File: config.mk
export PLATFORM = sky130hd
export DESIGN_NAME = cpu_mem_split_ctrl
export DESIGN_NICKNAME = d
export VERILOG_FILES = /design/src/rtl/cpu_mem_split_ctrl.sv
export SDC_FILE = /design/constraint.sdc
export NUM_CORES = 1
export LEC_CHECK = 0
export CORE_MARGIN = 10
export CORE_UTILIZATION = 55
export DETAILED_ROUTE_END_ITERATION = 8
export GPL_TIMING_DRIVEN = 0
export HOLD_SLACK_MARGIN = 0.15
export PLACE_DENSITY = 0.9
export SLEW_MARGIN = 0
export SYNTH_ARGS = -nofsm -noshare
export SYNTH_HDL_FRONTEND = slang
export SYNTH_SLANG_ARGS = --single-unit
export TNS_END_PERCENT = 50
File: constraint.sdc
create_clock -name i_clk -period 4.6 [get_ports i_clk]
set_input_delay 0.69 -clock i_clk [delete_from_list [all_inputs] [get_ports i_clk]]
set_output_delay 0.69 -clock i_clk [all_outputs]
set_load 0.03 [all_outputs]
File: src/rtl/cpu_mem_split_ctrl.sv
// ============================================================================
//  Module   : cpu_mem_split_ctrl
//  Purpose  : CPU load/store to pipelined-wishbone bridge that splits
//             misaligned accesses into two word cycles and re-assembles reads.
//  Revision : 1.0  initial release
// ============================================================================
`default_nettype none

module cpu_mem_split_ctrl #(
    parameter int DW      = 32,
    parameter int AW      = 32,
    parameter int TIMEOUT = 255
) (
    input  logic               i_clk,
    input  logic               i_reset_n,
    input  logic               i_stb,
    input  logic               i_we,
    input  logic [AW-1:0]      i_addr,
    input  logic [DW-1:0]      i_wdata,
    input  logic [1:0]         i_size,
    input  logic               i_unsigned,
    output logic               o_stall,
    output logic               o_ack,
    output logic               o_err,
    output logic [DW-1:0]      o_rdata,
    output logic               o_mem_stb,
    output logic               o_mem_we,
    output logic [AW-$clog2(DW/8)-1:0] o_mem_addr,
    output logic [DW-1:0]      o_mem_wdata,
    output logic [DW/8-1:0]    o_mem_sel,
    input  logic [DW-1:0]      i_mem_rdata,
    input  logic               i_mem_ack,
    input  logic               i_mem_stall
);

    localparam int NB = DW / 8;
    localparam int LB = $clog2(NB);

    typedef enum logic [1:0] {
        IDLE = 2'd0,
        REQ  = 2'd1,
        WAIT = 2'd2,
        RESP = 2'd3
    } state_t;

    state_t          state, state_nx;
    logic [AW-1:0]   addr_q;
    logic [DW-1:0]   wdata_q;
    logic            we_q;
    logic [1:0]      size_q;
    logic            uns_q;
    logic            phase;
    logic            err_q;
    logic [DW-1:0]   ph1_data;
    logic [15:0]     cnt;
    logic [DW-1:0]   rdata_q;

    logic [LB-1:0]   offset;
    logic [3:0]      nbytes;
    logic [3:0]      nbytes_in;
    logic [NB-1:0]   bmask;
    logic [DW-1:0]   bits;
    logic            split;
    logic            illegal_in;
    logic            last_phase;
    logic            tmo;
    logic [2*DW-1:0] wd_wide;
    logic [2*NB-1:0] sel_wide;
    logic [DW-1:0]   rd_lo, rd_hi, rd_sh, rd_ext;
    logic            sign;

    always_comb begin
        offset     = addr_q[LB-1:0];
        nbytes     = 4'd1 << size_q;
        nbytes_in  = 4'd1 << i_size;
        illegal_in = int'(nbytes_in) > NB;
        for (int i = 0; i < NB; i++) begin
            bmask[i]        = 4'(i) < nbytes;
            bits[8*i +: 8]  = {8{bmask[i]}};
        end
        split      = (int'(offset) + int'(nbytes)) > NB;
        last_phase = !(split && !phase);
        tmo        = cnt == 16'(TIMEOUT - 1);
        // Unused lanes must stay zero, so data is masked to size before shifting.
        wd_wide    = {{DW{1'b0}}, wdata_q & bits} << {offset, 3'b000};
        sel_wide   = {{NB{1'b0}}, bmask} << offset;
        rd_lo      = phase ? ph1_data : i_mem_rdata;
        rd_hi      = phase ? i_mem_rdata : '0;
        rd_sh      = DW'({rd_hi, rd_lo} >> {offset, 3'b000});
        // Top bit of the contiguous size mask locates the sign bit.
        sign       = |(rd_sh & bits & ~(bits >> 1));
        rd_ext     = (rd_sh & bits) | ((sign && !uns_q) ? ~bits : '0);
    end

    always_ff @(posedge i_clk or negedge i_reset_n) begin
        if (!i_reset_n) state <= IDLE;
        else            state <= state_nx;
    end

    always_comb begin
        state_nx = state;
        case (state)
            IDLE: if (i_stb) state_nx = illegal_in ? RESP : REQ;
            REQ:  if (!i_mem_stall) state_nx = WAIT;
            WAIT: begin
                if (i_mem_ack)  state_nx = last_phase ? RESP : REQ;
                else if (tmo)   state_nx = RESP;
            end
            RESP: state_nx = IDLE;
            default: state_nx = IDLE;
        endcase
    end

    always_ff @(posedge i_clk or negedge i_reset_n) begin
        if (!i_reset_n) begin
            addr_q   <= '0;
            wdata_q  <= '0;
            we_q     <= 1'b0;
            size_q   <= 2'd0;
            uns_q    <= 1'b0;
            phase    <= 1'b0;
            err_q    <= 1'b0;
            ph1_data <= '0;
            cnt      <= '0;
            rdata_q  <= '0;
        end else begin
            case (state)
                IDLE: if (i_stb) begin
                    addr_q  <= i_addr;
                    wdata_q <= i_wdata;
                    we_q    <= i_we;
                    size_q  <= i_size;
                    uns_q   <= i_unsigned;
                    phase   <= 1'b0;
                    err_q   <= illegal_in;
                    cnt     <= '0;
                end
                REQ: if (!i_mem_stall) cnt <= '0;
                WAIT: begin
                    if (i_mem_ack) begin
                        if (!last_phase) begin
                            phase    <= 1'b1;
                            ph1_data <= i_mem_rdata;
                        end else if (!we_q) begin
                            rdata_q  <= rd_ext;
                        end
                    end else if (tmo) begin
                        err_q <= 1'b1;
                    end else begin
                        cnt <= cnt + 16'd1;
                    end
                end
                default: ;
            endcase
        end
    end

    always_comb begin
        o_stall     = state != IDLE;
        o_ack       = state == RESP;
        o_err       = (state == RESP) && err_q;
        o_mem_stb   = state == REQ;
        o_mem_we    = o_mem_stb && we_q;
        o_mem_addr  = addr_q[AW-1:LB] + {{(AW-LB-1){1'b0}}, phase};
        o_mem_wdata = phase ? wd_wide[2*DW-1:DW] : wd_wide[DW-1:0];
        o_mem_sel   = o_mem_stb ? (phase ? sel_wide[2*NB-1:NB] : sel_wide[NB-1:0]) : '0;
        o_rdata     = rdata_q;
    end

endmodule

`default_nettype wire
==> Yosys cells after proc, flatten, opt, wreduce, memory -nomap -nowiden <==
Cells that the tools add are included.
{ "word_totals": {"reg_bits": 152, "output_inout_bits": 103, "in_bits": 105, "elab_cells": 89} }
{ "classes": {"eq_ne": 12, "n_lt_le_gt_ge": 6, "bitwise": 8, "mux": 26, "shift": 5, "add_sub_neg": 3, "reduce_logical": 18} }
{ "ops": {"columns": ["operator", "count"], "rows": [
  ["$mux W32", 4],
  ["$and A32 B32 Y32", 3],
  ["$mux W16", 4],
  ["$shl A32 B5 Y64", 1],
  ["$shr A64 B5 Y32", 1],
  ["$pmux W16 S3", 1],
  ["$not A31 Y32", 1],
  ["$not A32 Y32", 1],
  ["$or A32 B32 Y32", 1],
  ["$reduce_or A32 Y1", 1],
  ["$add A30 B1 Y30", 1],
  ["$add A16 B1 Y16 const B", 1],
  ["$eq A16 B8 Y1 const B", 1],
  ["$ne A2 B2 Y1 const B", 7],
  ["$mux W2", 6],
  ["$reduce_and A4 Y1", 3],
  ["$lt A1 B4 Y1 const A", 2],
  ["$lt A2 B4 Y1 const A", 2],
  ["$mux W4", 2],
  ["$pmux W2 S4", 1],
  ["$shl A1 B2 Y4 const A", 2],
  ["$shl A4 B2 Y8", 1],
  ["$mux W1", 6],
  ["$reduce_and A3 Y1", 2],
  ["other kinds (15)", 23]
]} }

==> Depth between registers and ports, before layout <==
Gate-level depths: netlist of run 1.
{ "logic_depth": {"depth_word": 8, "depth_mapped": 14, "depth_no_buf": 10} }

==> Worst setup path before layout of run 1 <==
OpenSTA, ideal clock, no wires.
{ "synth_path": {"kind": "reg-to-output", "startpoint": "register phase", "endpoint": "output o_mem_sel[3]", "required_ps": 3910, "t_arrival_ps": 2597, "path_stages_with_launch": 6, "path_buffers": 4, "slack_ps": 1313, "path_cell_list": "dfrtp_1 -> buf_4 -> buf_2 -> buf_2 -> buf_2 -> a2111oi_0"} }
{ "synth_via": {"elab_chain_cells": 2} }
{ "synth_lines": {"columns": ["item", "line", "rtl"], "rows": [
  ["from (decl)", "52", "logic phase;"],
  ["from (signal assigned)", "121", "phase <= 1'b0;"],
  ["from (signal assigned)", "134", "phase <= 1'b0;"],
  ["from (signal assigned)", "142", "phase <= 1'b1;"],
  ["$mux W4 (2 in series)", "166", "o_mem_sel = o_mem_stb ? (phase ? sel_wide[2*NB-1:NB] : sel_wide[NB-1:0]) : '0;"],
  ["to (decl)", "30", "output logic [DW/8-1:0] o_mem_sel,"]
]} }
Every way passes these cells.

==> Worst setup path in the final report of run 1 <==
{ "layout_path": {"startpoint": "register phase", "endpoint": "output o_mem_addr[28]"} }
{ "layout_via": {"elab_chain_cells": 1} }
{ "layout_lines": {"columns": ["item", "line", "rtl"], "rows": [
  ["$add A30 B1 Y30", "164", "o_mem_addr = addr_q[AW-1:LB] + {{(AW-LB-1){1'b0}}, phase};"],
  ["to (decl)", "28", "output logic [AW-$clog2(DW/8)-1:0] o_mem_addr,"]
]} }
Every way passes these cells.

==> results of run 1 <==
[registers in the layout (all words and copies together) (netlist names)]
name      cells
we_q          1
wdata_q      32
ph1_data     32
phase         1
cnt          16
size_q        2
addr_q       32
state         2
o_rdata      32
err_q         1
uns_q         1
[layer usage]
metal | GRT usage, % | part of all wire, % | vias to the layer above
met1 | 32.8 | 37 | 4020
met4 | 12.9 | 4.4 | 0
li1 | - | - | 3683
met5 | 0 | 0 | -
met3 | 8.37 | 12 | 126
met2 | 43.6 | 47 | 614
[final cells by class]
class	count	area (um^2)
flip-flops and latches	152	3800
inverters	13	48.8
clock buffers	20	457
plain buffers	63	328
multi-input cells	665	4880
repair buffers	208	2100
clock inverters	12	164
fillers	1098	3940
well taps	216	270
diodes	1	2.50
[where the power goes]
| group | switching (mW) | internal [mW] | total (mW) |
|---|---|---|---|
| clock | 0.596 | 0.891 | 1.49 |
| combinational | 3.35 | 2.44 | 5.79 |
| sequential | 0.587 | 1.96 | 2.55 |
| total | 4.53 | 5.29 | 9.82 |
[stage by stage]
stage          TNS, ns  setup WS [ns]  cells  total power, mW  hold slack, ns
2_1_floorplan        0           1.31    893             6.08           0.394
5_1_grt              0          0.461   1350             10.2           0.287
3_3_place_gp   -486.34          -3.21   1316             7.99           0.468
4_1_cts              0          0.637   1349             9.70           0.265
6_report             0          0.621   1350             9.82           0.249
3_5_place_dp         0           1.08   1317             8.14           0.470
[cells in the mapped netlist, drive strengths merged (9+ instances only)]
cell,count,area (um^2)
dfrtp,152,3800
nor2,98,375
nand2,74,278
inv,11,41.3
mux2,116,1310
nor4,9,75.1
xnor2,34,298
nand3,20,105
nand2b,9,56.3
o21ai,71,355
clkbuf,17,63.8
a31oi,15,93.8
buf,46,264
a22oi,9,72.6
a21oi,32,175
o22ai,10,62.6
mux2i,56,561
nand4,10,68.8
a22o,9,78.8
[worst paths after layout]
path                                             to  slack [ns]  depth (start not counted)
setup / recovery                     o_mem_addr[28]        0.62                          7
hold / removal              wdata_q[18]$_DFFE_PN0P_        0.25                          1
setup reg to reg            ph1_data[7]$_DFFE_PN0P_        0.94                         10
hold reg to reg              o_rdata[7]$_DFFE_PN0P_        0.49                          2
max in group asynchronous  ph1_data[26]$_DFFE_PN0P_        3.49                          2
min in group i_clk           o_rdata[7]$_DFFE_PN0P_        0.49                          2
[logic make-up (layout without fill, tap and decap cells)]
logic type / Yosys count / count (layout) / share of synthesized area (%)
AND/OR/NAND/NOR: 255 / 255 / 13.6
AO/OA/AOI/OAI: 181 / 181 / 12.6
multiplexers: 180 / 180 / 22.6
flip-flops: 152 / 152 / 42.0
buffers and inverters: 76 / 316 / 4.15
XOR/XNOR: 42 / 42 / 4.06
adder cells (fa/ha/maj): 7 / 7 / 1.05
other: 0 / 1 / 0
==> metrics.csv, run 1 <==
stage;metric;value;unit
place;dpl cell area;11400;um^2
synth;count of cell types in the netlist;62;
synth;post-synthesis cell count;893;
synth;syn_nets;1005;
timing;slew margin rel.;54.7;%
global_route;initial antenna violation count;1;
cts;# Post-CTS Setup Buffers;0;
cts;clock tree buffer depth;2;
routing;First-pass DRT Iterations;5;
synth;ys async rst share;100;%
synth;Post-synth EDFFs;0;
place;Port Buf Inserts;207;
routing;post-DR wirelength/cell;22.7;um
routing;vias per cell;6.25;
routing;antenna viol nets, final;0;
die;# IOs;208;
timing;Hold Violations, Final;0;
final_layout;share of cells above drive strength 1;18.6;%
synth;Synth Cell Area;9060;um^2
final_layout;Post-Route Utilization;75.4;%
timing;Slew @ Worst Pin;0.676;ns
cts;# hold bufs at CTS;0;
min_path;HP Class;input port to async pin;
timing;setup repair after global routing missed its margin;no;
global_route;Congestion Overflow GR;0;
global_route;global-route wire length before repair;47.2;mm
cts;H-tree levels;4;
final_layout;P&R area growth vs syn;33.0;%
global_route;GRT Util Overall;27.2;%
die;chip width;148;um
die;# rows;46;
synth;Yosys warning total;0;
timing;period utilisation layout;86.5;%
routing;Post-route DRC;0;
timing;Fmax achieved;251;MHz
worst_setup_path;cell repeated most along the worst path;ha_1;
final_layout;nets;1232;
status;status;finished clean;
flow_run;max-cap violations;0;
cts;CTS resizes;0;
die;Core Area;16000;um^2
worst_setup_path;crit path launch;phase$_DFFE_PN0P_;
worst_setup_path;type of the worst setup path;flop to output port;
synth;sequential fraction of the synthesis area;42.0;%
power;peak supply drop;0.000566;V
global_route;largest net degree at the start of global routing;87;
timing;Worst Clk Skew;0.00915;ns
cts;clk root buf;clkbuf_16;
routing;Routed WL;30.6;mm
worst_setup_path;crit-path leading delay family;simple AND/OR/NAND/NOR gates;
worst_setup_path;worst path bufs/invs;1;
worst_setup_path;worst-path cell chain;ha_1, ha_1, nand3_1, nor4_2, nand2_1, xnor2_1, clkdlybuf4s50_1;
cts;CTS tree;built;
final_layout;commonest non-fill, non-tap cell in the layout;clkdlybuf4s50_1;
routing;via count;8443;
cts;CTS Buf Count;17;
place;DP Wirelength;22.0;mm
die;die footprint;22000;um^2
worst_setup_path;Required @ worst endpoint;3.91;ns
cts;clk sinks;152;
final_layout;Finished Cell Area;12100;um^2
timing;Setup-failing EPs final;0;
power;pwr dens;814;nW/um^2
die;DIE HEIGHT;148;um
worst_setup_path;CP max stage cell;clkdlybuf4s50_1;
timing;Tmin final;3.98;ns
worst_setup_path;FF-to-FF Start;addr_q[1]$_DFFE_PN0P_;
worst_setup_path;CP max FO;6;
worst_setup_path;Crit path arrival time;3.29;ns
cts;Worst-path clk slew;0.06;ns
routing;1st-iter DRT viols;1040;
global_route;vias in the first global route;8420;
synth;Post-synth top flop;dfrtp_1;
die;initial core utilization;56.7;%
cts;clock latency reported for the late side of the worst-skew pair;0.44;ns
power;Lkg Pwr;4.91;nW
worst_setup_path;CP Capture Type;output port;
timing;Max Slew Vio Count;0;
worst_setup_path;slowest cell delay on critical path;0.72;ns
place;Routability Congestion;0.991;
final_layout;most frequent cells in the layout;206 x clkdlybuf4s50_1, 152 x dfrtp_1, 110 x mux2_2, 95 x nor2_1, 74 x nand2_1;
worst_setup_path;Critical Path Source Type;flop;
synth;register bit total from synthesis;152;
synth;Mapped Avg Cell Area;10.2;um^2
Power figures use the tool's default switching activity.
==> run 2: changes to the inputs <==
CORE_UTILIZATION = 52   (was 55)
CTS_CLUSTER_SIZE = 20   (was not set)
PLACE_DENSITY = 0.85   (was 0.9)
==> metrics.csv, run 2 (same netlist as run 1, synthesis figures left out) <==
stage;metric;value;unit;change
power;Comb power frac;59.1;%;was 58.9%
die;DIE HEIGHT;152;um;was 148 um
die;Core Area;17200;um^2;was 16000 um^2
routing;via count;8228;;was 8443
power;Sw Share;46.3;%;was 46.2%
worst_setup_path;CP max FO;10;;was 6
timing;Max Slew Vio Count;0;;unchanged
global_route;largest net degree at the start of global routing;85;;was 87
final_layout;fillers;1332;;was 1098
cts;# Post-CTS Setup Buffers;0;;unchanged
timing;setup repair after global routing missed its margin;no;;unchanged
place;Routability Congestion;0.945;;was 0.991
status;status;finished clean;;unchanged
final_layout;commonest non-fill, non-tap cell in the layout;clkdlybuf4s50_1;;unchanged
place;dpl cell area;11400;um^2;about the same
place;Post-Place Worst Slack;1.05;ns;was 1.08 ns
routing;post-DR wirelength/cell;22.6;um;was 22.7 um
cts;clock tree buffer depth;2;;unchanged
timing;Worst Clk Skew;0.00876;ns;was 0.00915 ns
cts;clk root buf;clkbuf_16;;unchanged
final_layout;P&R area growth vs syn;32.9;%;was 33.0%
power;P_sw;4.50;mW;was 4.53 mW
final_layout;Finished Cell Area;12000;um^2;was 12100 um^2
worst_setup_path;Crit path arrival time;3.35;ns;was 3.29 ns
timing;Hold Violations, Final;0;;unchanged
worst_setup_path;Required @ worst endpoint;3.91;ns;about the same
routing;Post-route DRC;0;;unchanged
timing;setup TNS;0;ns;unchanged
global_route;vias in the first global route;8121;;was 8420
die;initial core utilization;52.8;%;was 56.7%
power;Pint;5.22;mW;was 5.29 mW
routing;Routed WL;30.7;mm;was 30.6 mm
worst_setup_path;Critical Path Source Type;flop;;unchanged
global_route;initial antenna violation count;1;;unchanged
power;Clk pwr share;14.9;%;was 15.1%
final_layout;area of the multi-input gates;4880;um^2;unchanged
place;Port Buf Inserts;207;;unchanged
timing;setup slack after layout;0.564;ns;was 0.621 ns
global_route;Congestion Overflow GR;0;;unchanged
cts;H-tree levels;4;;unchanged
cts;CTS resizes;0;;unchanged
min_path;HP Class;input port to async pin;;unchanged
final_layout;fin cells;1359;;was 1350
worst_setup_path;CP Capture Type;output port;;unchanged
die;# rows;48;;was 46
worst_setup_path;crit path launch;addr_q[0]$_DFFE_PN0P_;;was phase$_DFFE_PN0P_
power;pwr dens;807;nW/um^2;was 814 nW/um^2
final_layout;most frequent cells in the layout;206 x clkdlybuf4s50_1, 152 x dfrtp_1, 110 x mux2_2, 95 x nor2_1, 74 x nand2_1;;unchanged
final_layout;FF/Latch Area;3800;um^2;unchanged
place;placed insts;1326;;was 1317
routing;vias per cell;6.05;;was 6.25
worst_setup_path;type of the worst setup path;flop to output port;;unchanged
global_route;GRT Util Overall;25.4;%;was 27.2%
routing;1st-iter DRT viols;917;;was 1040
cts;clk sinks;152;;unchanged
final_layout;share of cells above drive strength 1;18.7;%;was 18.6%
final_layout;nets;1232;;unchanged
timing;period utilisation layout;87.7;%;was 86.5%
power;Lkg Pwr;4.89;nW;was 4.91 nW
place;DP Wirelength;22.7;mm;was 22.0 mm
die;die footprint;23100;um^2;was 22000 um^2
cts;# hold bufs at CTS;0;;unchanged
power;peak supply drop;0.000546;V;was 0.000566 V
cts;clock latency reported for the late side of the worst-skew pair;0.43;ns;was 0.44 ns
cts;CTS tree;built;;unchanged
timing;Fmax achieved;248;MHz;was 251 MHz
timing;Slew @ Worst Pin;0.823;ns;was 0.676 ns
die;chip width;152;um;was 148 um
power;post-layout total power;9.72;mW;was 9.82 mW
routing;First-pass DRT Iterations;6;;was 5
cts;Worst-path clk slew;0.07;ns;was 0.06 ns
timing;Setup-failing EPs final;0;;unchanged
worst_setup_path;FF-to-FF Start;addr_q[1]$_DFFE_PN0P_;;unchanged
flow_run;max-cap violations;0;;unchanged
cts;CTS Buf Count;17;;unchanged
die;# IOs;208;;unchanged
routing;antenna viol nets, final;0;;unchanged
timing;Tmin final;4.04;ns;was 3.98 ns
global_route;global-route wire length before repair;47.3;mm;was 47.2 mm
power;Seq pwr share;26.1;%;was 25.9%
timing;slew margin rel.;45.2;%;was 54.7%
-- run 2: changes by cell type in the layout (fill, tap and decap cells not counted), sizes merged --
cell and change:
clkbuf -2, inv +3, clkinvlp +2, bufinv -1, clkinv -2
-- run 2: power by group through the flow --
stage	sequential, mW	combinational [mW]	clock [mW]
after floorplan	2.63	3.45	0
after global placement	2.50	5.58	0
after detailed placement	2.53	5.67	0
after CTS	2.52	5.70	1.45
after global routing	2.62	6.06	1.51
final	2.54	5.74	1.44
-- run 2: worst paths after layout --
kind / end / slack [ns] / depth (start not counted)
setup reg to reg: o_rdata[29]$_DFFE_PN0P_ / 0.93 / 11
max in group asynchronous: ph1_data[24]$_DFFE_PN0P_ / 3.49 / 2
hold / removal: wdata_q[16]$_DFFE_PN0P_ / 0.26 / 1
hold reg to reg: o_rdata[3]$_DFFE_PN0P_ / 0.48 / 2
setup / recovery: o_mem_wdata[20] / 0.56 / 9
min in group i_clk: o_rdata[3]$_DFFE_PN0P_ / 0.48 / 2
-- run 2: per-stage QoR --
stage	hold slack, ns	utilization [%]
finish	0.257	70.1
floorplan	0.394	-
detailed placement	0.475	66.6
CTS	0.280	70.1
global route	0.301	70.1
global placement	0.464	66.5
-- run 2: worst max-delay path, stage by stage, from the launching register on --
cell             delay (ns)
dfrtp_1                0.37
buf_4                  0.17
buf_6                  0.16
buf_4                  0.23
buf_4                  0.26
nand2_1                0.15
nor2_2                 0.41
a22oi_1                0.18
o21ai_0                0.21
clkdlybuf4s50_1        0.76
-- run 2: layout make-up --
class	count	share of cell area, %
well taps	225	2.34
plain buffers	63	2.72
clock inverters	14	1.33
diodes	1	0.0208
multi-input cells	665	40.5
clock buffers	18	3.64
flip-flops and latches	152	31.6
repair buffers	208	17.4
inverters	13	0.405
-- run 2: layer usage --
| metal | track usage, % | part of all wire, % | up-vias |
|---|---|---|---|
| li1 | - | - | 3683 |
| met1 | 32.6 | 40 | 4007 |
| met2 | 40.8 | 47 | 468 |
| met3 | 6.63 | 9.4 | 70 |
| met4 | 8.30 | 3.0 | 0 |
| met5 | 0 | 0 | - |
==> run 3: changes to the inputs <==
CORE_UTILIZATION = 53   (was 52)
PLACE_DENSITY = 0.87   (was 0.85)
==> metrics.csv, run 3 (same netlist as run 1, synthesis figures left out) <==
stage;metric;value;unit;change
timing;setup slack after layout;0.523;ns;was 0.564 ns
cts;# hold bufs at CTS;0;;unchanged
cts;clk root buf;clkbuf_16;;unchanged
final_layout;fillers;1225;;was 1332
worst_setup_path;crit path launch;phase$_DFFE_PN0P_;;was addr_q[0]$_DFFE_PN0P_
die;die footprint;22700;um^2;was 23100 um^2
worst_setup_path;CP Capture Type;output port;;unchanged
cts;H-tree levels;4;;unchanged
final_layout;most frequent cells in the layout;206 x clkdlybuf4s50_1, 152 x dfrtp_1, 110 x mux2_2, 95 x nor2_1, 74 x nand2_1;;unchanged
power;peak supply drop;0.000515;V;was 0.000546 V
die;# IOs;208;;unchanged
timing;period utilisation layout;88.6;%;was 87.7%
worst_setup_path;Required @ worst endpoint;3.91;ns;about the same
global_route;GRT Util Overall;25.8;%;was 25.4%
timing;Setup-failing EPs final;0;;unchanged
die;initial core utilization;54.3;%;was 52.8%
place;DP Wirelength;22.1;mm;was 22.7 mm
die;chip width;151;um;was 152 um
flow_run;max-cap violations;0;;unchanged
timing;Slew @ Worst Pin;0.730;ns;was 0.823 ns
cts;clk sinks;152;;unchanged
routing;First-pass DRT Iterations;7;;was 6
global_route;vias in the first global route;8235;;was 8121
final_layout;ant diodes;0;;was 1
routing;vias per cell;6.11;;was 6.05
worst_setup_path;FF-to-FF Start;addr_q[1]$_DFFE_PN0P_;;unchanged
worst_setup_path;type of the worst setup path;flop to output port;;unchanged
timing;setup TNS;0;ns;unchanged
timing;Max Slew Vio Count;0;;unchanged
routing;Post-route DRC;0;;unchanged
cts;# Post-CTS Setup Buffers;0;;unchanged
timing;Fmax achieved;245;MHz;was 248 MHz
timing;Tmin final;4.08;ns;was 4.04 ns
timing;Worst Clk Skew;0.00578;ns;was 0.00876 ns
power;post-layout total power;9.76;mW;was 9.72 mW
global_route;largest net degree at the start of global routing;94;;was 85
timing;slew margin rel.;50.1;%;was 45.2%
final_layout;commonest non-fill, non-tap cell in the layout;clkdlybuf4s50_1;;unchanged
power;pwr dens;809;nW/um^2;was 807 nW/um^2
die;# rows;47;;was 48
status;status;finished clean;;unchanged
timing;setup repair after global routing missed its margin;no;;unchanged
place;Port Buf Inserts;207;;unchanged
global_route;Congestion Overflow GR;0;;unchanged
worst_setup_path;Critical Path Source Type;flop;;unchanged
cts;CTS tree;built;;unchanged
die;DIE HEIGHT;151;um;was 152 um
final_layout;share of cells above drive strength 1;18.5;%;was 18.7%
worst_setup_path;Crit path arrival time;3.39;ns;was 3.35 ns
place;Post-Place Worst Slack;1.07;ns;was 1.05 ns
place;Routability Congestion;0.951;;was 0.945
routing;post-DR wirelength/cell;22.1;um;was 22.6 um
timing;Hold Violations, Final;0;;unchanged
cts;Worst-path clk slew;0.06;ns;was 0.07 ns
power;Lkg Pwr;4.90;nW;was 4.89 nW
routing;via count;8263;;was 8228
cts;clock tree buffer depth;2;;unchanged
final_layout;Post-Route Utilization;72.2;%;was 70.1%
routing;antenna viol nets, final;0;;unchanged
cts;CTS Buf Count;17;;unchanged
worst_setup_path;r2r setup slk;0.91;ns;was 0.93 ns
cts;clock latency reported for the late side of the worst-skew pair;0.42;ns;was 0.43 ns
global_route;global-route wire length before repair;46.0;mm;was 47.3 mm
routing;Routed WL;29.9;mm;was 30.7 mm
global_route;initial antenna violation count;0;;was 1
cts;CTS resizes;0;;unchanged
routing;1st-iter DRT viols;821;;was 917
final_layout;P&R area growth vs syn;33.1;%;was 32.9%
worst_setup_path;CP max FO;6;;was 10
min_path;HP Class;input port to async pin;;unchanged
final_layout;nets;1232;;unchanged
die;Core Area;16700;um^2;was 17200 um^2
## run 3: changes by cell type in the layout (fill, tap and decap cells not counted)
cell,previous run,this run
bufinv_16,2,4
clkbuf_1,17,19
clkinv_4,1,3
diode_2,1,0
inv_6,6,0
inv_8,1,0
## run 3: metrics by stage
step                area (um^2)  hold WS [ns]  instances
floorplan                  9060         0.394        893
global placement          11400         0.468       1320
detailed placement        11400         0.477       1321
CTS                       12100         0.248       1352
global route              12100         0.279       1352
finish                    12100         0.238       1352
## run 3: area by class of cell
type                       count  area [um^2]  area share, %
multi-input combinational    665         4880           40.5
sequential                   152         3800           31.5
timing repair buffer         208         2100           17.4
clock buffer                  20          447           3.70
buffer                        63          328           2.72
tap                          220          275           2.28
clock inverter                11          174           1.44
inverter                      13         48.8          0.405
## run 3: critical path, cell delays in order, from the launching register on
cell and delay [ns]:
dfrtp_1 0.54, ha_1 0.32, ha_1 0.30, nand3_1 0.15, nor4_2 0.55, nand2_1 0.17, xnor2_1 0.21, clkdlybuf4s50_1 0.73
## run 3: worst paths after layout
kind                       cells after the start                      end
min                                            1  wdata_q[25]$_DFFE_PN0P_
max reg2reg                                   11   o_rdata[8]$_DFFE_PN0P_
max                                            7           o_mem_addr[26]
max in group asynchronous                      2  o_rdata[24]$_DFFE_PN0P_
min reg2reg                                    2   o_rdata[7]$_DFFE_PN0P_
min in group i_clk                             2   o_rdata[7]$_DFFE_PN0P_
## run 3: layer usage
| layer | track usage (%) | vias to the layer above | share of wire [%] |
|---|---|---|---|
| met1 | 31.6 | 3961 | 38 |
| met4 | 11.5 | 0 | 4.4 |
| li1 | - | 3685 | - |
| met3 | 7.07 | 100 | 11 |
| met5 | 0 | - | 0 |
| met2 | 41.7 | 517 | 47 |
## run 3: where the power goes
| part | internal [mW] | switching (mW) |
|---|---|---|
| clock network | 0.920 | 0.556 |
| logic | 2.44 | 3.31 |
| registers | 1.96 | 0.579 |
